$ cat src/rtl/alu_req_arbiter.sv
// Round-robin arbiter that shares one ALU datapath between NUM_REQ requesters,
// keeping a single operation in flight and returning results over valid/ready.
module alu_req_arbiter #(
  parameter int WIDTH   = 32,
  parameter int NUM_REQ = 4,
  parameter int ID_W    = 2
) (
  input  logic                     clk,
  input  logic                     rst_n,
  input  logic [NUM_REQ-1:0]       req_valid,
  output logic [NUM_REQ-1:0]       req_ready,
  input  logic [NUM_REQ*3-1:0]     req_op,
  input  logic [NUM_REQ*WIDTH-1:0] req_a,
  input  logic [NUM_REQ*WIDTH-1:0] req_b,
  output logic                     alu_enable,
  output logic [2:0]               alu_op,
  output logic [WIDTH-1:0]         alu_i_1,
  output logic [WIDTH-1:0]         alu_i_2,
  input  logic [WIDTH-1:0]         alu_o,
  output logic                     rsp_valid,
  input  logic                     rsp_ready,
  output logic [ID_W-1:0]          rsp_id,
  output logic [WIDTH-1:0]         rsp_data,
  output logic                     rsp_err
);

  typedef enum logic [1:0] {
    IDLE = 2'b00,
    EXEC = 2'b01,
    RESP = 2'b10
  } state_t;

  state_t            state_r, state_next_s;
  logic [ID_W-1:0]   ptr_r, gnt_r, gnt_s, cand_s;
  logic              found_s;
  logic [2:0]        op_s;
  logic [WIDTH-1:0]  a_s, b_s;
  logic [NUM_REQ-1:0] req_ready_s;

  logic              alu_enable_r;
  logic [2:0]        alu_op_r;
  logic [WIDTH-1:0]  alu_i_1_r, alu_i_2_r;
  logic              rsp_valid_r, rsp_err_r;
  logic [ID_W-1:0]   rsp_id_r;
  logic [WIDTH-1:0]  rsp_data_r;

  function automatic logic op_legal(input logic [2:0] op);
    return (op[2] == 1'b0);
  endfunction

  function automatic logic [ID_W-1:0] next_ptr(input logic [ID_W-1:0] g);
    return (g == ID_W'(NUM_REQ - 1)) ? {ID_W{1'b0}} : (g + ID_W'(1));
  endfunction

  // Round-robin search from ptr_r upward, plus mux of the winner's operands.
  always_comb begin
    found_s     = 1'b0;
    gnt_s       = {ID_W{1'b0}};
    cand_s      = {ID_W{1'b0}};
    op_s        = 3'b000;
    a_s         = {WIDTH{1'b0}};
    b_s         = {WIDTH{1'b0}};
    req_ready_s = {NUM_REQ{1'b0}};
    for (int i = 0; i < NUM_REQ; i++) begin
      cand_s  = ID_W'((int'(ptr_r) + i) % NUM_REQ);
      gnt_s   = (!found_s && req_valid[cand_s]) ? cand_s : gnt_s;
      found_s = found_s | req_valid[cand_s];
    end
    for (int k = 0; k < NUM_REQ; k++) begin
      op_s = (gnt_s == ID_W'(k)) ? req_op[k*3 +: 3]         : op_s;
      a_s  = (gnt_s == ID_W'(k)) ? req_a[k*WIDTH +: WIDTH] : a_s;
      b_s  = (gnt_s == ID_W'(k)) ? req_b[k*WIDTH +: WIDTH] : b_s;
      // Ready is suppressed while reset is asserted so no handshake can complete.
      req_ready_s[k] = rst_n && (state_r == IDLE) && found_s && (gnt_s == ID_W'(k));
    end
  end

  // Next-state logic.
  always_comb begin
    state_next_s = state_r;
    case (state_r)
      IDLE: begin
        if (found_s) begin
          state_next_s = op_legal(op_s) ? EXEC : RESP;
        end else begin
          state_next_s = IDLE;
        end
      end
      EXEC: state_next_s = RESP;
      RESP: begin
        if (rsp_ready) begin
          state_next_s = IDLE;
        end else begin
          state_next_s = RESP;
        end
      end
      default: state_next_s = IDLE;
    endcase
  end

  // State register.
  always_ff @(posedge clk) begin
    if (!rst_n) begin
      state_r <= IDLE;
    end else begin
      state_r <= state_next_s;
    end
  end

  // Grant capture, ALU bus sequencing and response registers.
  always_ff @(posedge clk) begin
    if (!rst_n) begin
      ptr_r        <= {ID_W{1'b0}};
      gnt_r        <= {ID_W{1'b0}};
      alu_enable_r <= 1'b0;
      alu_op_r     <= 3'b000;
      alu_i_1_r    <= {WIDTH{1'b0}};
      alu_i_2_r    <= {WIDTH{1'b0}};
      rsp_valid_r  <= 1'b0;
      rsp_id_r     <= {ID_W{1'b0}};
      rsp_data_r   <= {WIDTH{1'b0}};
      rsp_err_r    <= 1'b0;
    end else begin
      case (state_r)
        IDLE: begin
          if (found_s) begin
            gnt_r <= gnt_s;
            if (op_legal(op_s)) begin
              alu_enable_r <= 1'b1;
              alu_op_r     <= op_s;
              alu_i_1_r    <= a_s;
              alu_i_2_r    <= b_s;
            end else begin
              // Illegal opcodes bypass the ALU entirely.
              rsp_valid_r <= 1'b1;
              rsp_id_r    <= gnt_s;
              rsp_data_r  <= {WIDTH{1'b0}};
              rsp_err_r   <= 1'b1;
            end
          end
        end
        EXEC: begin
          alu_enable_r <= 1'b0;
          alu_op_r     <= 3'b000;
          alu_i_1_r    <= {WIDTH{1'b0}};
          alu_i_2_r    <= {WIDTH{1'b0}};
          rsp_valid_r  <= 1'b1;
          rsp_id_r     <= gnt_r;
          rsp_data_r   <= alu_o;
          rsp_err_r    <= 1'b0;
        end
        RESP: begin
          if (rsp_ready) begin
            rsp_valid_r <= 1'b0;
            ptr_r       <= next_ptr(gnt_r);
          end
        end
        default: begin
          alu_enable_r <= 1'b0;
          rsp_valid_r  <= 1'b0;
        end
      endcase
    end
  end

  assign req_ready  = req_ready_s;
  assign alu_enable = alu_enable_r;
  assign alu_op     = alu_op_r;
  assign alu_i_1    = alu_i_1_r;
  assign alu_i_2    = alu_i_2_r;
  assign rsp_valid  = rsp_valid_r;
  assign rsp_id     = rsp_id_r;
  assign rsp_data   = rsp_data_r;
  assign rsp_err    = rsp_err_r;

endmodule

$ cat config.mk
export PLATFORM = sky130hd
export DESIGN_NAME = alu_req_arbiter
export DESIGN_NICKNAME = d
export VERILOG_FILES = /design/src/rtl/alu_req_arbiter.sv
export SDC_FILE = /design/constraint.sdc
export NUM_CORES = 1
export LEC_CHECK = 0
export CORE_AREA = 10 10 153 155
export DETAILED_ROUTE_END_ITERATION = 7
export DIE_AREA = 0 0 163 165
export GPL_TIMING_DRIVEN = 0
export HOLD_SLACK_MARGIN = 0.1
export PLACE_DENSITY = 0.82
export SLEW_MARGIN = 0
export SYNTH_ARGS = -nofsm -noshare
export SYNTH_HDL_FRONTEND = slang
export SYNTH_SLANG_ARGS = --single-unit
$ cat constraint.sdc
create_clock -name clk -period 3 [get_ports clk]
set_input_delay 0.3 -clock clk [delete_from_list [all_inputs] [get_ports clk]]
set_output_delay 0.3 -clock clk [all_outputs]
set_load 0.01 [all_outputs]
==> results.txt, run 1 <==
- Fin Clk Skew: about 7.5 ps
* Met2 layer wire length in the routed design: 15300 um
- Uppermost signal routing layer after detailed routing: met4
- No sink is reached through more buffers than the 2 on the longest clock path.
* Number of setup violations in the final report: 0
- Area Overhead vs Synth: 75.8%
- Fill cells in the final layout number 1832.
* Pre-CTS worst setup slack: -999 ps
- Top FF cell, synth: dfxtp_1
- The number of cells on the worst reg-to-reg path is 8.
* Distinct cell type count of the synthesized netlist: 39
* Final critical delay including setup and external delays: 2810 ps
- Crit path cell chain: buf_4 > mux2i_1 > nor2_1 > nor3_4 > buf_2 > nor3b_1 > clkdlybuf4s50_1
- In the final layout, the multi-input gates occupy around 3800 sq um.
- The share of the Yosys chip area taken by registers is approximately a third.
- The cell count after synthesis came out at 723.
- The later pin in the worst-skew pair is clocked with a latency of around 350 ps.
* Worst Tran Pin Value: about 690 ps
- Achievable frequency: about 0.36 GHz
* Non-filler cells, final: 1421
- For this configuration, the core starts out at a cell density of 31.3%.
* Total cell area at the placement stage: between 10000 and 15000 sq um
- The run finished with clean final reports.
- # H-tree levels: 3
- Number of global-route vias before repair: about 7500
* Die Ht: 165 um
* Initial DRC Count: 354
* Xor-xnor portion of the synthesized cell area: 0%
- By area, the combinational part of the netlist is dominated by compound AO/OA/AOI/OAI gates.
- On the critical path, the stage with the largest delay is an instance of clkdlybuf4s50_1.
- Sum of net half-perimeters after detailed placement: 24600 um
- Measured on the finished design, the core utilization comes to between 50% and 60%.
- WL final: around 30000 um
- Routed wire length per instance: roughly 21 um
* Worst path arrival time: 2510 ps
- Antenna cell count: 0
- Global-route wire length before repair: about 44000 um
- Warnings, synthesis: 0
- The final max-slew violation count was 0.
- Async set-or-reset flop fraction in the synthesized netlist: 0%
- By area the synthesized netlist is led by dfxtp_1 35%, mux2i_1 21%, a211o_1 9.2%.
- In the routed layout, each cell is associated on average with a via count of approximately 5.2.
- The worst setup path is captured at an output pin.
- Detailed-route via count: between 7000 and 8000
* Setup Total Neg Slack: 0 ps
* IO Pins: roughly 420
- Total routed wire length on the met1 layer: between 10000 and 15000 um
- Floorplan core area: between 20000 and 25000 sq um
- Storage element area: between 2000 and 2500 sq um
- Crit path depth: 7
- Average cell area after synthesis: approximately 8.7 sq um
- For this run, the total global-route usage over all layers was measured as between 20% and 30%.
- Measured against its own limit, the worst slew margin works out to around 54%.
* DR WL met3: roughly 2500 um
* Post-synthesis adder-cell area fraction: 0.198%
* Sinks on the clock net: 109
- Overall overflow remaining after global route: 0
* Number of enable-type register cells in the synthesized netlist: 0
- Type of the most critical hold path: reg2reg
* Lkg Pwr: approximately 4.6 nW
* Proportion of synthesized area in mux cells: between 20% and 30%
- Max Cap Viol: 0
- Placer's final routability congestion estimate: about 0.88
- After synthesis the netlist holds a flip-flop and latch count of around 110.
- Once detail routing completed, the nets flagged for antenna violations numbered 0.
- The mapped netlist covers roughly 6300 sq um.
- Port buffering added 411 buffers.
- CP Class: reg2out
- Synth Area in Simple Gates: between 10% and 20%
* Layout cell share with drive strength beyond 1: 4.87%
* Clock buffers created by TritonCTS: 9
- Die Area: roughly 27000 sq um
- Most numerous cell types in the synthesized netlist: 136 x nand2_1, 135 x mux2i_1, 109 x dfxtp_1
- Maximum VDD drop: between 0.3 and 0.4 mV
* Largest stage delay, worst path: 570 ps
- Entering global routing, the biggest net connects 19 pins.
- Number of endpoints with negative hold slack in the final report: 0
- Startpoint type of the worst setup path: flip-flop
- Die X-Extent: between 150 and 200 um
- In this run, placement finished with an instance count of ~1400.
- Data required time of the critical path: about 2700 ps
* Setup repair after global routing missed its margin: no
- Counting instances, the worst hold path has a depth of 2.
- Reg clk slew, reported paths: roughly 80 ps
- Most used standard cell by instance count after synthesis: nand2_1
- Overall power of the completed layout: roughly 5.3 mW
- Post-CTS Hold Fix Bufs: 0
* Worst hold margin: 458 ps
* Number of antenna violations at the first check in global routing: 0
* CTS root buf: clkbuf_16
- Number of rows created at floorplan: 52
- Together, buffers and inverters on the worst path number 3.
- Cell taking the most area after synthesis: dfxtp_1
- Count of TritonRoute iterations in the first routing pass: 5
* Design Area, Final: about 11000 sq um
* Final setup margin: ~190 ps
- Proportion of netlist area held by the largest area contributor: around a third
* Top cell family by delay on the critical path: buffers and inverters
- Fraction of the mapped netlist area in compound gates: a little under a quarter
- Power density normalized to cell area: around 470 nW/um^2
- The final critical path takes up 93.8% of the cycle.
- For this run, design rule violations remaining after detail routing come to 0.
- Number of nets in the final layout: between 1000 and 1500
* CTS tree: done
- Worst Path Max Fanout: 10
* Net Count, Synth: around 1000
[what timing repair did]
| item | CTS | global route |
|---|---|---|
| buffers inserted | 1 | 0 |
| endpoints found under the setup margin | 6 | 1 |
| cloned | 0 | 0 |
| gates resized for setup | 10 | 2 |
| pin swaps | 1 | 0 |
[where the power goes]
group	total, mW	internal (mW)	switching (mW)	leakage [nW]
Sequential	1.80	1.67	0.125	0.894
Clock	1.24	0.654	0.584	0.150
Combinational	2.23	1.21	1.02	3.53
Total	5.27	3.54	1.73	4.57
[cells in the final DEF (no fill, tap or decap), drive strengths merged, types with 2 or more instances in the layout]
cell / instances
and2: 34
a211oi: 2
nor3: 4
buf: 30
nand2: 136
o31ai: 34
o41ai: 2
inv: 5
clkbuf: 55
nand2b: 3
nor3b: 5
clkdlybuf4s50: 407
dfxtp: 109
dlygate4sd2: 3
nor2b: 3
or2: 2
o21ai: 6
clkinv: 3
nor2: 9
mux2i: 135
a21o: 2
nand3b: 2
o22ai: 67
or3: 2
o21a: 3
nand4: 2
a21oi: 8
a211o: 66
a21boi: 2
[worst min-delay path, delay by kind of cell (launching register included)]
family	cells	cell delay, ps
flip-flops	1	310
multiplexers	1	50
AND/OR/NAND/NOR	1	50
[logic make-up after synthesis]
kind of cell             after synthesis
AO/OA/AOI/OAI                        197
AND/OR/NAND/NOR                      203
adder cells (fa/ha/maj)                1
other                                  1
multiplexers                         135
buffers and inverters                 77
flip-flops                           109
[state kept, by name, summed over array words and instances, names as in the netlist]
signal      cells
alu_enable      1
alu_i_1        32
alu_i_2        32
alu_op          2
gnt_r           2
ptr_r           2
rsp_data       32
rsp_err         1
rsp_id          2
rsp_valid       1
state_r         2
[per-layer routing]
layer / up-vias / global-route usage [%]
met2: 338 / 35.7
met3: 44 / 6.00
met4: 0 / 8.32
met5: - / 0
met1: 3464 / 23.7
li1: 3501 / -
[final timing paths]
path	start	endpoint	slack, ps
min reg2reg	alu_i_1[24]	alu_i_1[24]	460
max reg2reg	ptr_r[1]	rsp_data[7]	440
min	alu_i_1[24]	alu_i_1[24]	460
max	ptr_r[1]	req_ready[3]	190
[layout make-up]
type	count	share of cell area [%]
plain buffers	75	3.42
clock buffers	9	2.03
clock inverters	7	0.642
inverters	2	0.0676
multi-input cells	537	34.0
flip-flops and latches	109	19.6
well taps	270	3.04
repair buffers	412	37.1
No activity file was read; power rests on OpenSTA's default activity.
==> run 2, diff against run 1 <==
- MAX_ROUTING_LAYER: unset -> met4
==> results.txt, run 2 (synthesized netlist as in run 1, its figures left out) <==
* Pre-CTS worst setup slack: -999 ps
- Counting the fill cells in the layout gives about 1800.
- Net Sw Power: 1.73 mW
* Placer's final routability congestion estimate: roughly 0.89
* Die Ht: 165 um
- Setup violations remaining at the end of the flow were counted as 0.
* Number of nets in the final layout: 1454
- The core region is 20200 sq um.
- The number of cells on the worst reg-to-reg path is 8.
* Final core utilization: between 50% and 60%
- IO Pins: a little over 400
- The worst register-to-register path begins at ptr_r[1].
- Startpoint type of the worst setup path: flip-flop
- Start point of the worst hold path: alu_i_1[18]
- Worst Path Max Fanout: 10
* Final Max Tran Viols: 0
- Sum of net half-perimeters after detailed placement: about 25000 um
- Lkg Pwr: roughly 4.6 nW
- Entering global routing, the biggest net connects 19 pins.
- Design Area, Final: approximately 11000 sq um
- Cells with a size suffix above 1 make up 4.87% of the layout.
- The most critical setup path has its startpoint at ptr_r[1].
- Relative to the synthesized area, the layout overhead comes to 75.8%.
* Final critical delay including setup and external delays: roughly 2800 ps
- Cell internal power was estimated by the tool at about 3.5 mW.
- The worst hold path was traced through 2 stages.
- Detailed routing inserted a total of approximately 7300 vias.
- TritonCTS built the clock tree.
- STA puts the critical path data arrival time at between 2000 and 3000 ps.
* Share of the cycle needed by the critical path after routing: 93.8%
* Total cell area at the placement stage: 10800 sq um
- Clock tree synthesis inserted a total of 9 buffers.
- Count of buffers from port buffering: 411
- Number of antenna violations at the first check in global routing: 0
- Overall overflow remaining after global route: 0
- Setup repair after global routing left no endpoint under its margin.
- The first global-routing pass estimated approximately 43000 um of wire.
- Initial DRC Count: about 350
* WL final: ~30000 um
- For the final database, setup skew stands at about 5.6 ps.
- CTS root buf: clkbuf_16
- CP Class: reg2out
- Overall power of the completed layout: between 5 and 6 mW
- Number of endpoints with negative hold slack in the final report: 0
- Worst Tran Pin Value: around 700 ps
* Die X-Extent: roughly 160 um
- Power density normalized to cell area: 474 nW/um^2
* Die Area: between 20000 and 30000 sq um
- The via count of the first global-routing pass was roughly 7600.
* Number of rows created at floorplan: 52
* Routed wire length per instance: 21.4 um
- For the worst setup path, the data required time is ~2700 ps.
- Overall global routing resource usage: between 20% and 30%
- Initial Util: a little under a third
- The clock passes through at most 2 buffers.
- Result of the run: completed
- At the later pin of the worst-skew pair, clock insertion delay measures ~350 ps.
- Combinational logic is responsible for a little over two fifths of the overall power.
- Leading cell types in the layout, fill and taps excluded: 407 x clkdlybuf4s50_1, 136 x nand2_1, 135 x mux2i_1
- Final setup margin: approximately 190 ps
* Leading cell type in the layout, fill and taps excluded: clkdlybuf4s50_1
- The tool flagged a number of max-cap violations equal to 0.
- Clock network fraction of total power: between 20% and 30%
- Remaining max-slew budget at the tightest pin: 53.9%
* Vias per cell: 5.14
- After clock tree synthesis, the clock-pin slew on the worst setup and hold paths is 80 ps.
- Fraction of power consumed by sequential logic: between 30% and 40%
- The repair_antennas step left the layout with diodes totalling 0.
- After detailed routing, the number of remaining DRC violations is 0.
* Remaining number of nets flagged by the antenna check after routing: 0
- The path class of the tightest hold or removal check is reg2reg.
- The worst-case IR drop observed on VDD is between 0.3 and 0.4 mV.
- # H-tree levels: 3
* Net switching share of the total power: between 30% and 40%
- STA classifies the critical path endpoint as an output pin.
- Achievable frequency: ~0.36 GHz
- The clock net in this run drives a total of roughly 110 sinks.
- Count of TritonRoute iterations in the first routing pass: 5
-- run 2: cell counts in the layout (fill, tap and decap cells not counted) --
No cell type changed its count.
-- run 2: layout make-up --
cell class | instances | area (sq um) | share of cell area (%)
inverters | 2 | 7.51 | 0.0676
multi-input cells | 537 | 3780 | 34.0
clock inverters | 7 | 71.3 | 0.642
flip-flops and latches | 109 | 2180 | 19.6
well taps | 270 | 338 | 3.04
repair buffers | 412 | 4120 | 37.1
clock buffers | 9 | 225 | 2.03
plain buffers | 75 | 380 | 3.42
-- run 2: worst max-delay path, cell delays in order, from the launching register on --
cell and delay [ps]:
dfxtp_1 310, buf_4 150, mux2i_1 220, nor2_1 120, nor3_4 240, buf_2 330
nor3b_1 210, clkdlybuf4s50_1 570
-- run 2: metrics by stage --
| step | setup TNS (ps) | std cells | hold WS (ps) |
|---|---|---|---|
| floorplan | 0 | 723 | 471 |
| global placement | -15150 | 1404 | 442 |
| detailed placement | -18910 | 1404 | 447 |
| CTS | 0 | 1421 | 460 |
| global route | 0 | 1421 | 474 |
| finish | 0 | 1421 | 459 |
-- run 2: power groups by stage --
stage               clock network (mW)  logic [mW]  registers, mW
CTS                               1.27        2.25           1.80
global placement                     0        2.21           1.81
finish                            1.24        2.23           1.80
global route                      1.32        2.38           1.82
floorplan                            0       0.952           1.91
detailed placement                   0        2.23           1.82
-- run 2: repair_timing --
action / 4_1_cts / 5_1_grt
cloned: 0 / 0
setup buffers: 1 / 0
endpoints found under the setup margin: 6 / 1
endpoints found under the hold margin: 0 / 0
pin swaps: 1 / 0
resized for setup: 10 / 2
hold buffers: 0 / 0
-- run 2: per-layer routing --
| metal | global-route usage [%] | vias up | share of wire (%) |
|---|---|---|---|
| met5 | - | - | 0 |
| met4 | 8.32 | 0 | 2.9 |
| met3 | 4.80 | 48 | 7.1 |
| met2 | 35.8 | 326 | 50 |
| met1 | 24.3 | 3436 | 39 |
| li1 | - | 3495 | - |
-- run 2: final timing paths --
check | end | slack [ps]
worst min register to register | alu_i_1[18] | 460
worst max-delay path | req_ready[3] | 190
worst max register to register | rsp_data[7] | 460
worst min-delay path | alu_i_1[18] | 460
